**config.mk**
```make
export PLATFORM = sky130hd
export DESIGN_NAME = bram_port_arbiter_flat
export DESIGN_NICKNAME = d
export VERILOG_FILES = /design/src/rtl/bram_port_arbiter_if.sv /design/src/rtl/bram_port_arbiter.sv /design/src/flat_wrapper.sv
export SDC_FILE = /design/constraint.sdc
export NUM_CORES = 1
export LEC_CHECK = 0
export ABC_AREA = 1
export CAP_MARGIN = 30
export CELL_PAD_IN_SITES_DETAIL_PLACEMENT = 0
export CELL_PAD_IN_SITES_GLOBAL_PLACEMENT = 1
export CORE_UTILIZATION = 19
export DETAILED_ROUTE_END_ITERATION = 16
export PLACE_DENSITY_LB_ADDON = 0.1
export RECOVER_POWER = 100
export SKIP_CTS_REPAIR_TIMING = 1
export SYNTH_ARGS = -nofsm -noshare
export SYNTH_HDL_FRONTEND = slang
export SYNTH_SLANG_ARGS = --single-unit
```
**constraint.sdc**
```tcl
create_clock -name clk -period 2.2 [get_ports clk]
set_input_delay 0.22 -clock clk [delete_from_list [all_inputs] [get_ports clk]]
set_output_delay 0.22 -clock clk [all_outputs]
set_load 0.1 [all_outputs]
```
**src/rtl/bram_port_arbiter_if.sv**
```systemverilog
// bram_port_arbiter_if: requester, BRAM-pin and status signals of the BRAM port arbiter
// slave: arbiter side (r0_*/r1_* requests in, grants/read returns out, mem_* pins, lock_err)
// master: requester/memory side, the mirror of slave
interface bram_port_arbiter_if #(
  parameter int DATA_W = 16,
  parameter int ADDR_W = 10
);
  logic              r0_req, r0_we, r0_lock, r0_gnt, r0_rvalid;
  logic [ADDR_W-1:0] r0_addr;
  logic [DATA_W-1:0] r0_wdata, r0_rdata;
  logic              r1_req, r1_we, r1_lock, r1_gnt, r1_rvalid;
  logic [ADDR_W-1:0] r1_addr;
  logic [DATA_W-1:0] r1_wdata, r1_rdata;
  logic [ADDR_W-1:0] mem_addr;
  logic [DATA_W-1:0] mem_wdata, mem_rdata;
  logic              mem_we, lock_err;
  modport slave (
    input  r0_req, r0_we, r0_lock, r0_addr, r0_wdata,
    input  r1_req, r1_we, r1_lock, r1_addr, r1_wdata, mem_rdata,
    output r0_gnt, r0_rvalid, r0_rdata, r1_gnt, r1_rvalid, r1_rdata,
    output mem_addr, mem_wdata, mem_we, lock_err
  );
  modport master (
    output r0_req, r0_we, r0_lock, r0_addr, r0_wdata,
    output r1_req, r1_we, r1_lock, r1_addr, r1_wdata, mem_rdata,
    input  r0_gnt, r0_rvalid, r0_rdata, r1_gnt, r1_rvalid, r1_rdata,
    input  mem_addr, mem_wdata, mem_we, lock_err
  );
endinterface

```
**src/rtl/bram_port_arbiter.sv**
```systemverilog
// bram_port_arbiter: round-robin arbiter with lock and timeout sharing one BRAM port between two requesters
// clk: clock; reset: asynchronous active-low reset
// bus (slave): r0_*/r1_* request beats in, gnt/rvalid/rdata out; mem_* BRAM port pins; lock_err timeout pulse
module bram_port_arbiter #(
  parameter int DATA_W   = 16,
  parameter int ADDR_W   = 10,
  parameter int RD_LAT   = 1,
  parameter int LOCK_TMO = 16
) (
  input logic                clk,
  input logic                reset,
  bram_port_arbiter_if.slave bus
);
  typedef enum logic [1:0] {IDLE, OWN0, OWN1} state_t;
  state_t            state_q, state_d;
  logic              last_q, last_d;
  logic [7:0]        idle_q, idle_d;
  logic              lock_err_q, lock_err_d;
  logic [RD_LAT-1:0] pv_q, pid_q;
  logic              g0, g1, rd, own_idle, tmo;
  // last_q holds the id of the last granted requester; the other one wins a tie
  assign g0 = reset & bus.r0_req & ((state_q == OWN0) | ((state_q == IDLE) & (!bus.r1_req | last_q)));
  assign g1 = reset & bus.r1_req & ((state_q == OWN1) | ((state_q == IDLE) & (!bus.r0_req | !last_q)));
  assign rd = (g0 & !bus.r0_we) | (g1 & !bus.r1_we);
  assign own_idle = ((state_q == OWN0) & !bus.r0_req) | ((state_q == OWN1) & !bus.r1_req);
  assign tmo = own_idle & (idle_q == 8'(LOCK_TMO - 1));
  always_comb begin
    state_d    = g0 ? (bus.r0_lock ? OWN0 : IDLE) : g1 ? (bus.r1_lock ? OWN1 : IDLE) : tmo ? IDLE : state_q;
    last_d     = g1 ? 1'b1 : g0 ? 1'b0 : last_q;
    idle_d     = (g0 | g1 | tmo) ? 8'd0 : own_idle ? idle_q + 8'd1 : idle_q;
    lock_err_d = tmo;
  end
  always_ff @(posedge clk or negedge reset) begin
    if (!reset) begin
      state_q    <= IDLE;
      last_q     <= 1'b1;
      idle_q     <= 8'd0;
      lock_err_q <= 1'b0;
      pv_q       <= '0;
      pid_q      <= '0;
    end else begin
      state_q    <= state_d;
      last_q     <= last_d;
      idle_q     <= idle_d;
      lock_err_q <= lock_err_d;
      // shift toward the MSB; bit RD_LAT-1 is the tail, valid RD_LAT cycles after the grant
      pv_q       <= RD_LAT'({pv_q, rd});
      pid_q      <= RD_LAT'({pid_q, g1});
    end
  end
  assign bus.r0_gnt    = g0;
  assign bus.r1_gnt    = g1;
  assign bus.mem_we    = (g0 & bus.r0_we) | (g1 & bus.r1_we);
  assign bus.mem_addr  = g0 ? bus.r0_addr : g1 ? bus.r1_addr : {ADDR_W{1'b0}};
  assign bus.mem_wdata = g0 ? bus.r0_wdata : g1 ? bus.r1_wdata : {DATA_W{1'b0}};
  assign bus.r0_rvalid = pv_q[RD_LAT-1] & !pid_q[RD_LAT-1];
  assign bus.r1_rvalid = pv_q[RD_LAT-1] & pid_q[RD_LAT-1];
  assign bus.r0_rdata  = bus.mem_rdata;
  assign bus.r1_rdata  = bus.mem_rdata;
  assign bus.lock_err  = lock_err_q;
endmodule
```
**src/flat_wrapper.sv**
```systemverilog
// flat-port wrapper written by rule: the top's interface ports become plain ports
module bram_port_arbiter_flat 
#(
  parameter int DATA_W   = 16,
  parameter int ADDR_W   = 10,
  parameter int RD_LAT   = 1,
  parameter int LOCK_TMO = 16
)
  (clk, reset, bus_r0_req, bus_r0_we, bus_r0_lock, bus_r0_addr, bus_r0_wdata, bus_r1_req, bus_r1_we, bus_r1_lock, bus_r1_addr, bus_r1_wdata, bus_mem_rdata, bus_r0_gnt, bus_r0_rvalid, bus_r0_rdata, bus_r1_gnt, bus_r1_rvalid, bus_r1_rdata, bus_mem_addr, bus_mem_wdata, bus_mem_we, bus_lock_err);
  bram_port_arbiter_if #(.DATA_W(DATA_W), .ADDR_W(ADDR_W)) bus_i ();
  input logic clk;
  input logic reset;
  input wire logic [$bits(bus_i.r0_req)-1:0] bus_r0_req;
  input wire logic [$bits(bus_i.r0_we)-1:0] bus_r0_we;
  input wire logic [$bits(bus_i.r0_lock)-1:0] bus_r0_lock;
  input wire logic [$bits(bus_i.r0_addr)-1:0] bus_r0_addr;
  input wire logic [$bits(bus_i.r0_wdata)-1:0] bus_r0_wdata;
  input wire logic [$bits(bus_i.r1_req)-1:0] bus_r1_req;
  input wire logic [$bits(bus_i.r1_we)-1:0] bus_r1_we;
  input wire logic [$bits(bus_i.r1_lock)-1:0] bus_r1_lock;
  input wire logic [$bits(bus_i.r1_addr)-1:0] bus_r1_addr;
  input wire logic [$bits(bus_i.r1_wdata)-1:0] bus_r1_wdata;
  input wire logic [$bits(bus_i.mem_rdata)-1:0] bus_mem_rdata;
  output wire logic [$bits(bus_i.r0_gnt)-1:0] bus_r0_gnt;
  output wire logic [$bits(bus_i.r0_rvalid)-1:0] bus_r0_rvalid;
  output wire logic [$bits(bus_i.r0_rdata)-1:0] bus_r0_rdata;
  output wire logic [$bits(bus_i.r1_gnt)-1:0] bus_r1_gnt;
  output wire logic [$bits(bus_i.r1_rvalid)-1:0] bus_r1_rvalid;
  output wire logic [$bits(bus_i.r1_rdata)-1:0] bus_r1_rdata;
  output wire logic [$bits(bus_i.mem_addr)-1:0] bus_mem_addr;
  output wire logic [$bits(bus_i.mem_wdata)-1:0] bus_mem_wdata;
  output wire logic [$bits(bus_i.mem_we)-1:0] bus_mem_we;
  output wire logic [$bits(bus_i.lock_err)-1:0] bus_lock_err;
  assign bus_i.r0_req = bus_r0_req;
  assign bus_i.r0_we = bus_r0_we;
  assign bus_i.r0_lock = bus_r0_lock;
  assign bus_i.r0_addr = bus_r0_addr;
  assign bus_i.r0_wdata = bus_r0_wdata;
  assign bus_i.r1_req = bus_r1_req;
  assign bus_i.r1_we = bus_r1_we;
  assign bus_i.r1_lock = bus_r1_lock;
  assign bus_i.r1_addr = bus_r1_addr;
  assign bus_i.r1_wdata = bus_r1_wdata;
  assign bus_i.mem_rdata = bus_mem_rdata;
  assign bus_r0_gnt = bus_i.r0_gnt;
  assign bus_r0_rvalid = bus_i.r0_rvalid;
  assign bus_r0_rdata = bus_i.r0_rdata;
  assign bus_r1_gnt = bus_i.r1_gnt;
  assign bus_r1_rvalid = bus_i.r1_rvalid;
  assign bus_r1_rdata = bus_i.r1_rdata;
  assign bus_mem_addr = bus_i.mem_addr;
  assign bus_mem_wdata = bus_i.mem_wdata;
  assign bus_mem_we = bus_i.mem_we;
  assign bus_lock_err = bus_i.lock_err;
  bram_port_arbiter #(.DATA_W(DATA_W), .ADDR_W(ADDR_W), .RD_LAT(RD_LAT), .LOCK_TMO(LOCK_TMO)) u_core (.clk(clk), .reset(reset), .bus(bus_i));
endmodule
```
==> impl_results.md, run 1 <==
- Status: complete, no violations
- Final Cycle Share: 0.905
- Crit-path cells: dlygate4sd3_1 -> inv_2 -> nor2_1 -> nand2_2 -> inv_2 -> buf_12 -> a22o_1 -> buf_4
- Startpoint of the worst register-to-register path: u_core.idle_q[1]
- Clock root buffer: clkbuf_8
- Yosys top cell area share: 0.245
- RSZ-0062 raised after global routing: no
- Proportion of layout cells with a drive suffix above 1: 0.246
- CTS tree: done
- DRC: 0
- Vias in the first global route: roughly 1,300
- Clock Latency Late Sink: 0.25 ns
- Setup-failing EPs final: 0
- Met2 wire len: about 2600 µm
- Initial antenna violation count: 0
- ANT cells: 0
- WP data arrival: about 1.8 ns
- Setup crit end kind: output pin
- Num Clock Sinks: 14
- DR iter-0 viols: 34
- Met3 WL: about 310 µm
- Die area: 7330 µm²
- Mean Syn Cell Area: 7.55 µm²
- Number of enable flip-flop cells after synthesis: 0
- Critical Path Max Stage Delay: 0.58 ns
- Post-Syn Instances: 176
- Max FO, Critical Path: 30
- Die W: about 86 µm
- GRT overflow: 0
- Largest cells by area after synthesis: dfrtp_1 24%, buf_4 18%, a22o_1 18%
- H-tree depth: 1
- Register area: between 300 and 400 µm²
- Power per Cell Area: ~270 nW/µm²
- Actual slew at the worst max-slew pin: 1.20 ns
- CP max-delay cell: dlygate4sd3_1
- Startpoint Class: input pin
- Final nets: between 300 and 400
- # IOs: 140
- All-layer global routing usage: 0.138
- Routed Antenna Nets: 0
- Yosys top cell by area: dfrtp_1
- WP data required: around 2.0 ns
- PortBufs: between 90 and 100
- Avg Vias per Cell: ~4.2
- Mapped Nets: around 250
- Area Overhead vs Synth: 75.6%
- P_leak: 1.04 nW
- Largest net degree at the start of global routing: 31
- Worst vdd ir: ~0.29 mV
- Share of flip-flops with an asynchronous set or reset: 1.00
- Final hold vios: 0
- Setup TNS: 0 ns
- #FFs+latches synth: 14
- Sequential-to-total area share from yosys stat: 0.265
- Main flop type after synthesis: dfrtp_1
- Clock buffer depth: 2
- Wire length on met1: 2290 µm
- CTS buffer count: 3
- Max Freq: around 0.50 GHz
- Setup Skew: around 0.0012 ns
- Most used cell, CP: inv_2
- Area occupied by multi-input gates: a little over 600 µm²
- RD Place Congestion: between 0.7 and 0.8
- # rows: 30
- Starting Density: 0.197
- Dpl hpwl: about 4300 µm
- Worst min path class: in -> out
- Synth warnings: 0
- Minimum clock period: between 1.5 and 2 ns
- Core box area: between 6000 and 7000 µm²
- Most frequent cells after synthesis: 32 x buf_4, 29 x nand2_1, 27 x a22o_1
- Fin cells: approximately 320
- Slew headroom: 0.202
- Kind of critical path: in -> out
- Via count: approximately 1,300
- Critical Path Start: reset
- Die Y: around 86 µm
- Count leader, synth: buf_4
- Max-slew violation count: 0
- Placed cell count: around 310
- Drt wl/cell: roughly 17 µm
- First-pass GRT wire length: around 7600 µm
- Hold Slack: about 0.44 ns
- Synthesized area: 1330 µm²
- Post-Route WL: roughly 5200 µm
- Netlist cell types: 24
- First-pass DRT Iterations: 4
- Hold Path Origin: bus_mem_rdata[6]
- Max-cap viol count: 0
- Filler Cells Inserted: 693
- Top Layer Used: met4
## registers in the layout, indices dropped and copies added (netlist names)
| signal | cells |
|---|---|
| u_core.bus.lock_err | 1 |
| u_core.pid_q | 1 |
| u_core.state_q | 2 |
| u_core.idle_q | 8 |
| u_core.pv_q | 1 |
| u_core.last_q | 1 |
## metrics by stage
stage               total power, mW  worst slack [ns]  utilization  area, µm²
floorplan                     0.539             0.157            -       1340
global placement              0.379             0.266        0.353       2380
detailed placement            0.380             0.289        0.353       2380
global route                  0.663            0.0809        0.345       2330
finish                        0.630             0.209        0.345       2330
CTS                           0.644             0.283        0.361       2440
## cells by family (layout without fill, tap and decap cells)
family / Yosys count / in the layout / synth area share
AND/OR/NAND/NOR: 63 / 63 / 0.207
buffers and inverters: 58 / 118 / 0.279
AO/OA/AOI/OAI: 38 / 38 / 0.227
flip-flops: 14 / 14 / 0.265
XOR/XNOR: 2 / 2 / 0.0132
adder cells (fa/ha/maj): 1 / 1 / 0.00941
## routing by layer
layer | track usage | up-vias
li1 | - | 677
met1 | 0.180 | 598
met2 | 0.234 | 48
met3 | 0.0337 | 4
met4 | 0.0242 | 0
met5 | 0 | -
## cells in the final DEF (no fill, tap or decap), types with 2 or more instances in the layout
cell type        instances
nand3_1                 11
nand2_1                 30
buf_12                  24
a22o_2                   8
a21oi_2                  2
clkbuf_8                 4
nor2_1                  14
clkdlybuf4s50_1         57
nand2_2                  4
inv_1                   14
o21ai_0                  6
dlygate4sd3_1            2
clkbuf_4                 2
buf_4                    5
clkbuf_1                 3
inv_2                    6
a22o_1                  19
xor2_1                   2
dfrtp_1                 13
## worst max-delay path, delay by kind of cell
family          cells  cell delay, ns
simple gates        2            0.21
buf+inv             5            1.18
compound gates      1            0.15
## final timing paths
check                                    to  slack (ns)  depth (start not counted)
min reg2reg                   u_core.last_q        0.52                          2
max in group asynchronous  u_core.idle_q[4]        1.07                          2
min                         bus_r0_rdata[6]        0.44                          0
max reg2reg                u_core.idle_q[1]        0.80                          6
max                        bus_mem_wdata[9]        0.21                          8
min in group asynchronous  u_core.idle_q[5]        0.64                          2
## cell type report
| type | instances | share of cell area |
|---|---|---|
| clock buffer | 4 | 0.0236 |
| multi-input combinational | 104 | 0.262 |
| timing repair buffer | 94 | 0.488 |
| tap | 80 | 0.0429 |
| inverter | 20 | 0.0322 |
| sequential | 14 | 0.151 |
## report_power, final
group | switching, mW | total [mW] | internal [mW]
clock | 0.0981 | 0.257 | 0.159
sequential | 0 | 0.258 | 0.258
combinational | 0.0242 | 0.116 | 0.0914
No activity file was read; power rests on OpenSTA's default activity.
==> inputs of run 2 (changes only) <==
Settings changed: ABC_AREA 1 to default.
==> impl_results.md, run 2 <==
- Die area: 6830 µm² (was 7330 µm²)
- CTS buffer count: 3 (unchanged)
- Int Power: 0.747 mW (was 0.508 mW)
- Slew headroom: 0.207 (was 0.202)
- Main flop type after synthesis: dfrtp_1 (unchanged)
- Drt wl/cell: 15.7 µm (was 16.6 µm)
- Yosys top cell area share: 0.263 (was 0.245)
- Synth warnings: 0 (unchanged)
- Clock root buffer: clkbuf_8 (unchanged)
- # IOs: 140 (unchanged)
- Proportion of layout cells with a drive suffix above 1: 0.250 (was 0.246)
- Area Overhead vs Synth: 66.7% (was 75.6%)
- Most frequent cells in the layout: 59 x clkdlybuf4s50_1, 20 x a22o_1, 16 x buf_6, 13 x dfrtp_1, 12 x buf_4 (was 57 x clkdlybuf4s50_1, 30 x nand2_1, 24 x buf_12, 19 x a22o_1)
- P_leak: 0.880 nW (was 1.04 nW)
- Setup Skew: 0.00745 ns (was 0.00117 ns)
- Worst min path class: in -> out (unchanged)
- Die W: 82.7 µm (was 85.6 µm)
- RSZ-0062 raised after global routing: no (unchanged)
- Final setup margin: 0.0945 ns (was 0.209 ns)
- Switching pwr: 0.759 mW (was 0.122 mW)
- Minimum clock period: 2.11 ns (was 1.99 ns)
- Clock buffer depth: 2 (unchanged)
- Die Y: 82.7 µm (was 85.6 µm)
- Via count: 1,260 (was 1,327)
- Startpoint Class: input pin (unchanged)
- WP data arrival: 1.89 ns (was 1.77 ns)
- Setup-failing EPs final: 0 (unchanged)
- Dpl hpwl: 3540 µm (was 4320 µm)
- PortBufs: 91 (unchanged)
- Initial antenna violation count: 0 (unchanged)
- Placement Setup Slack: 0.139 ns (was 0.289 ns)
- First-pass GRT wire length: 6380 µm (was 7560 µm)
- Clock Latency Late Sink: 0.25 ns (about the same)
- Commonest non-fill, non-tap cell in the layout: clkdlybuf4s50_1 (unchanged)
- Kind of critical path: in -> out (unchanged)
- Placed cell count: 269 (was 312)
- Max FO, Critical Path: 30 (unchanged)
- RD Place Congestion: 0.764 (was 0.714)
- Reg power frac: 0.211 (was 0.409)
- Num Clock Sinks: 14 (unchanged)
- Synthesized area: 1240 µm² (was 1330 µm²)
- Count leader, synth: buf_4 (unchanged)
- Max-slew violation count: 0 (unchanged)
- H-tree depth: 1 (unchanged)
- Post-Syn Instances: 136 (was 176)
- First-pass DRT Iterations: 4 (unchanged)
- Vias in the first global route: 1,311 (was 1,252)
- WP data required: 1.98 ns (about the same)
- Largest cells by area after synthesis: dfrtp_1 26%, a22o_1 21%, buf_4 19% (was dfrtp_1 24%, buf_4 18%, a22o_1 18%)
- Max Freq: 0.475 GHz (was 0.502 GHz)
- Core box area: 6310 µm² (was 6760 µm²)
- Largest regs: u_core.idle_q (8), u_core.state_q (2) (unchanged)
- Starting Density: 0.196 (was 0.197)
- Number of flip-flops in the largest register: 8 (unchanged)
- Final hold vios: 0 (unchanged)
- Top reg by flops: u_core.idle_q (unchanged)
- GRT overflow: 0 (unchanged)
- Fin cells: 273 (was 316)
- Netlist cell types: 39 (was 24)
- DR iter-0 viols: 14 (was 34)
- Worst vdd ir: 0.222 mV (was 0.286 mV)
- Largest net degree at the start of global routing: 32 (was 31)
- Mean Syn Cell Area: 9.09 µm² (was 7.55 µm²)
- Avg Vias per Cell: 4.62 (was 4.20)
- Power per Cell Area: 731 nW/µm² (was 270 nW/µm²)
- ANT cells: 0 (unchanged)
- Setup crit end kind: output pin (unchanged)
- Final Cycle Share: 0.957 (was 0.905)
- #FFs+latches synth: 14 (unchanged)
- Logic pwr share: 0.619 (was 0.184)
- Post-Route WL: 4290 µm (was 5240 µm)
- Final nets: 274 (was 314)
- Share of flip-flops with an asynchronous set or reset: 1.00 (unchanged)
- Status: complete, no violations (unchanged)
- Switching Share: 0.504 (was 0.194)
- Actual slew at the worst max-slew pin: 1.20 ns (about the same)
- CTS tree: done (unchanged)
- Yosys top cell by area: dfrtp_1 (unchanged)
- Mapped Nets: 213 (was 253)
- Routed Antenna Nets: 0 (unchanged)
- Max-cap viol count: 0 (unchanged)
- DRC: 0 (unchanged)
- # rows: 29 (was 30)
- Number of enable flip-flop cells after synthesis: 0 (unchanged)
- All-layer global routing usage: 0.123 (was 0.138)
- Clock power frac: 0.170 (was 0.408)
- Sequential-to-total area share from yosys stat: 0.284 (was 0.265)
- Most frequent cells after synthesis: 32 x buf_4, 29 x a22o_1, 13 x dfrtp_1 (was 32 x buf_4, 29 x nand2_1, 27 x a22o_1)
## run 2: worst paths after layout
kind | startpoint | cells past startpoint | slack, ns | end
max in group asynchronous | reset | 2 | 1.12 | u_core.idle_q[2]
min in group asynchronous | reset | 2 | 0.58 | u_core.idle_q[7]
hold reg to reg | u_core.last_q | 2 | 0.49 | u_core.last_q
hold / removal | bus_mem_rdata[1] | 0 | 0.44 | bus_r0_rdata[1]
setup / recovery | bus_r0_req | 6 | 0.09 | bus_mem_wdata[9]
setup reg to reg | u_core.state_q[1] | 4 | 0.41 | u_core.idle_q[3]
## run 2: cell families after synthesis
kind of cell    count (synthesis)  synth area share
buf+inv                        46             0.239
fa+ha+maj                       1            0.0101
mux                             3            0.0243
simple gates                   28             0.143
compound gates                 43             0.293
flops                          14             0.284
xor+xnor                        1           0.00709
## run 2: power by group through the flow
stage               Clock (mW)  Sequential (mW)  Combinational [mW]
finish                   0.256            0.318               0.933
global route             0.271            0.320               0.978
CTS                      0.263            0.318                1.10
detailed placement           0            0.322                1.10
global placement             0            0.320                1.10
floorplan                    0            0.313               0.920
## run 2: cell type report
| type | count | area [µm²] |
|---|---|---|
| Clock buffer | 4 | 55.1 |
| Fill cell | 697 | 4250 |
| Timing Repair Buffer | 95 | 943 |
| Sequential cell | 14 | 352 |
| Inverter | 7 | 26.3 |
| Tap cell | 77 | 96.3 |
| Multi-Input combinational cell | 76 | 588 |
## run 2: critical path, cell delays in order
cell and delay (ns):
clkdlybuf4s50_1 0.53, and3b_1 0.25, o31a_1 0.21, buf_12 0.19, a22o_1 0.17, buf_4 0.29
## run 2: layer usage
layer / vias to the layer above / GRT usage / wire length [µm] / part of all wire
met5: - / 0 / 0 / 0
met4: 0 / 0.0276 / 11 / 0.0026
met3: 4 / 0.0396 / 418 / 0.097
met2: 69 / 0.207 / 2120 / 0.49
met1: 596 / 0.152 / 1740 / 0.40
li1: 591 / - / - / -
## run 2: per-stage QoR
stage / hold slack [ns] / total power, mW / utilization / TNS, ns / instance area, µm²
after global placement: 0.441 / 1.42 / 0.369 / 0 / 2330
after global routing: 0.440 / 1.57 / 0.326 / 0 / 2060
after floorplan: -0.0756 / 1.23 / - / -0.406 / 1250
final: 0.440 / 1.51 / 0.326 / 0 / 2060
after detailed placement: 0.441 / 1.43 / 0.369 / 0 / 2330
after CTS: 0.391 / 1.69 / 0.378 / 0 / 2380
==> inputs of run 3 (changes only) <==
Settings changed: CORE_UTILIZATION 19 to 18, SKIP_LAST_GASP from default to 1.
Clock period 2.2 ns to 2.1 ns, I/O delays scaled along.
==> impl_results.md, run 3 (same netlist as run 2, synthesis figures left out) <==
- CP max-delay cell: dlygate4sd3_1 (was clkdlybuf4s50_1)
- WP data required: 1.89 ns (was 1.98 ns)
- Max-cap viol count: 0 (unchanged)
- H-tree depth: 1 (unchanged)
- DRC: 4 (was 0)
- GRT overflow: 0 (unchanged)
- Final total power: 1.70 mW (was 1.51 mW)
- Violated checks: design-rule violations
- ANT cells: 0 (unchanged)
- Minimum clock period: approximately 2 ns
- Final hold vios: 0 (unchanged)
- Starting Density: 0.190 (was 0.196)
- First-pass GRT wire length: 6750 µm (was 6380 µm)
- Avg Vias per Cell: 4.66 (was 4.62)
- Dpl hpwl: 3800 µm (was 3540 µm)
- Kind of critical path: in -> out (unchanged)
- R2R setup slack: 0.38 ns (was 0.41 ns)
- Design Area, Final: 2360 µm² (was 2060 µm²)
- Most frequent cells in the layout: 58 x clkdlybuf4s50_1, 27 x a22o_2, 24 x buf_12, 13 x dfrtp_1 (was 59 x clkdlybuf4s50_1, 20 x a22o_1, 16 x buf_6, 13 x dfrtp_1, 12 x buf_4)
- Via count: 1,290 (was 1,260)
- Hold Slack: 0.370 ns (was 0.440 ns)
- Proportion of layout cells with a drive suffix above 1: 0.365 (was 0.250)
- Vias in the first global route: 1,335 (was 1,311)
- Die W: 84.9 µm (was 82.7 µm)
- Power per Cell Area: 720 nW/µm² (was 731 nW/µm²)
- RSZ-0062 raised after global routing: no (unchanged)
- Core box area: 6490 µm² (was 6310 µm²)
- Die area: 7200 µm² (was 6830 µm²)
- Num Clock Sinks: 14 (unchanged)
- Setup crit end kind: output pin (unchanged)
- Setup Skew: 0.00140 ns (was 0.00745 ns)
- Worst vdd ir: 0.277 mV (was 0.222 mV)
- Clock Latency Late Sink: 0.24 ns (was 0.25 ns)
- Clk pin slew, worst setup/hold paths: 0.06 ns
- Worst min path class: in -> async (was in -> out)
- # rows: 29 (unchanged)
- DR iter-0 viols: 49 (was 14)
- First-pass DRT Iterations: 13 (was 4)
- FF-to-FF path depth: 4 (unchanged)
- CTS tree: done (unchanged)
- Top reg by flops: u_core.idle_q (unchanged)
- R2r endpoint: u_core.idle_q[3] (unchanged)
- Routed Antenna Nets: 0 (unchanged)
- P_leak: 0.973 nW (was 0.880 nW)
- Final nets: 278 (was 274)
- Max Freq: 0.494 GHz
- Critical Path Start: bus_r0_req (unchanged)
- Crit-path cells: dlygate4sd3_1 -> and3b_2 -> o31a_1 -> buf_4 -> a22o_2 -> buf_12 (was clkdlybuf4s50_1 -> and3b_1 -> o31a_1 -> buf_12 -> a22o_1 -> buf_4)
- Critical Path Max Stage Delay: 0.57 ns (was 0.53 ns)
- Largest net degree at the start of global routing: 24 (was 32)
- WP data arrival: 1.82 ns (was 1.89 ns)
- Clock root buffer: clkbuf_8 (unchanged)
- Max FO, Critical Path: 8 (was 30)
- Slew headroom: 0.228 (was 0.207)
- Status: finished with violations (was complete, no violations)
- Die Y: 84.9 µm (was 82.7 µm)
- PortBufs: 91 (unchanged)
- Drt wl/cell: 15.9 µm (was 15.7 µm)
- All-layer global routing usage: 0.122 (was 0.123)
- Largest regs: u_core.idle_q (8), u_core.state_q (2) (unchanged)
- Post-Route WL: 4410 µm (was 4290 µm)
- Actual slew at the worst max-slew pin: 1.16 ns (was 1.20 ns)
- Initial antenna violation count: 0 (unchanged)
- # IOs: 140 (unchanged)
- Clock buffer depth: 2 (unchanged)
- Setup-failing EPs final: 0 (unchanged)
- Final Cycle Share: 0.965
- Startpoint of the worst register-to-register path: u_core.state_q[0] (was u_core.state_q[1])
- Max-slew violation count: 0 (unchanged)
- Area Overhead vs Synth: 90.7% (was 66.7%)
- RD Place Congestion: 0.725 (was 0.764)
- CTS buffer count: 3 (unchanged)
- Number of flip-flops in the largest register: 8 (unchanged)
- DP Area: 2380 µm² (was 2330 µm²)
- Startpoint Class: input pin (unchanged)
- Commonest non-fill, non-tap cell in the layout: clkdlybuf4s50_1 (unchanged)
-- run 3: changes by cell type in the layout (fill, tap and decap cells not counted), moves of 2 or more --
cell / before / now
a22o_2: 9 / 27
a22o_1: 20 / 2
buf_12: 3 / 24
clkbuf_2: 0 / 2
buf_8: 0 / 6
buf_4: 12 / 5
buf_6: 16 / 0
-- run 3: worst max-delay path by stage --
stage	to	slack (ns)	cells past startpoint
after floorplan	bus_mem_addr[0]	-0.14	4
after global placement	bus_mem_wdata[1]	0.13	6
after detailed placement	bus_mem_addr[7]	0.08	6
after CTS	bus_mem_wdata[10]	0.07	6
after global routing	bus_mem_wdata[5]	0.009	6
final	bus_mem_wdata[1]	0.07	6
-- run 3: layer usage --
layer	routed length, µm	share of wire	GRT usage
met5	0	0	0
met1	1680	0.38	0.136
met2	2160	0.49	0.202
met4	73	0.017	0.0401
met3	504	0.11	0.0613
-- run 3: worst max-delay path, delay by kind of cell --
| family | cells | cell delay, ns |
|---|---|---|
| and+or+nand+nor | 1 | 0.25 |
| buffers and inverters | 3 | 0.92 |
| AOI/OAI and AO/OA | 2 | 0.44 |
-- run 3: stage by stage --
step                      std cells  setup WS (ns)  TNS (ns)   util
after global routing            277        0.00897         0  0.363
after global placement          273          0.126         0  0.367
after detailed placement        273         0.0814         0  0.367
after CTS                       277         0.0705         0  0.374
final                           277         0.0745         0  0.363
after floorplan                 136         -0.135     -1.22      -
-- run 3: power by group --
part,total (mW),switching [mW],internal [mW]
registers,0.334,0.0304,0.303
logic,1.14,0.691,0.446
clock network,0.227,0.0933,0.134
total,1.70,0.814,0.884
-- run 3: layout make-up --
type	count	area, µm²
clock buffer	4	45.0
inverter	7	26.3
fill	641	4140
multi-input combinational	76	618
sequential	14	352
tap	77	96.3
timing repair buffer	99	1220
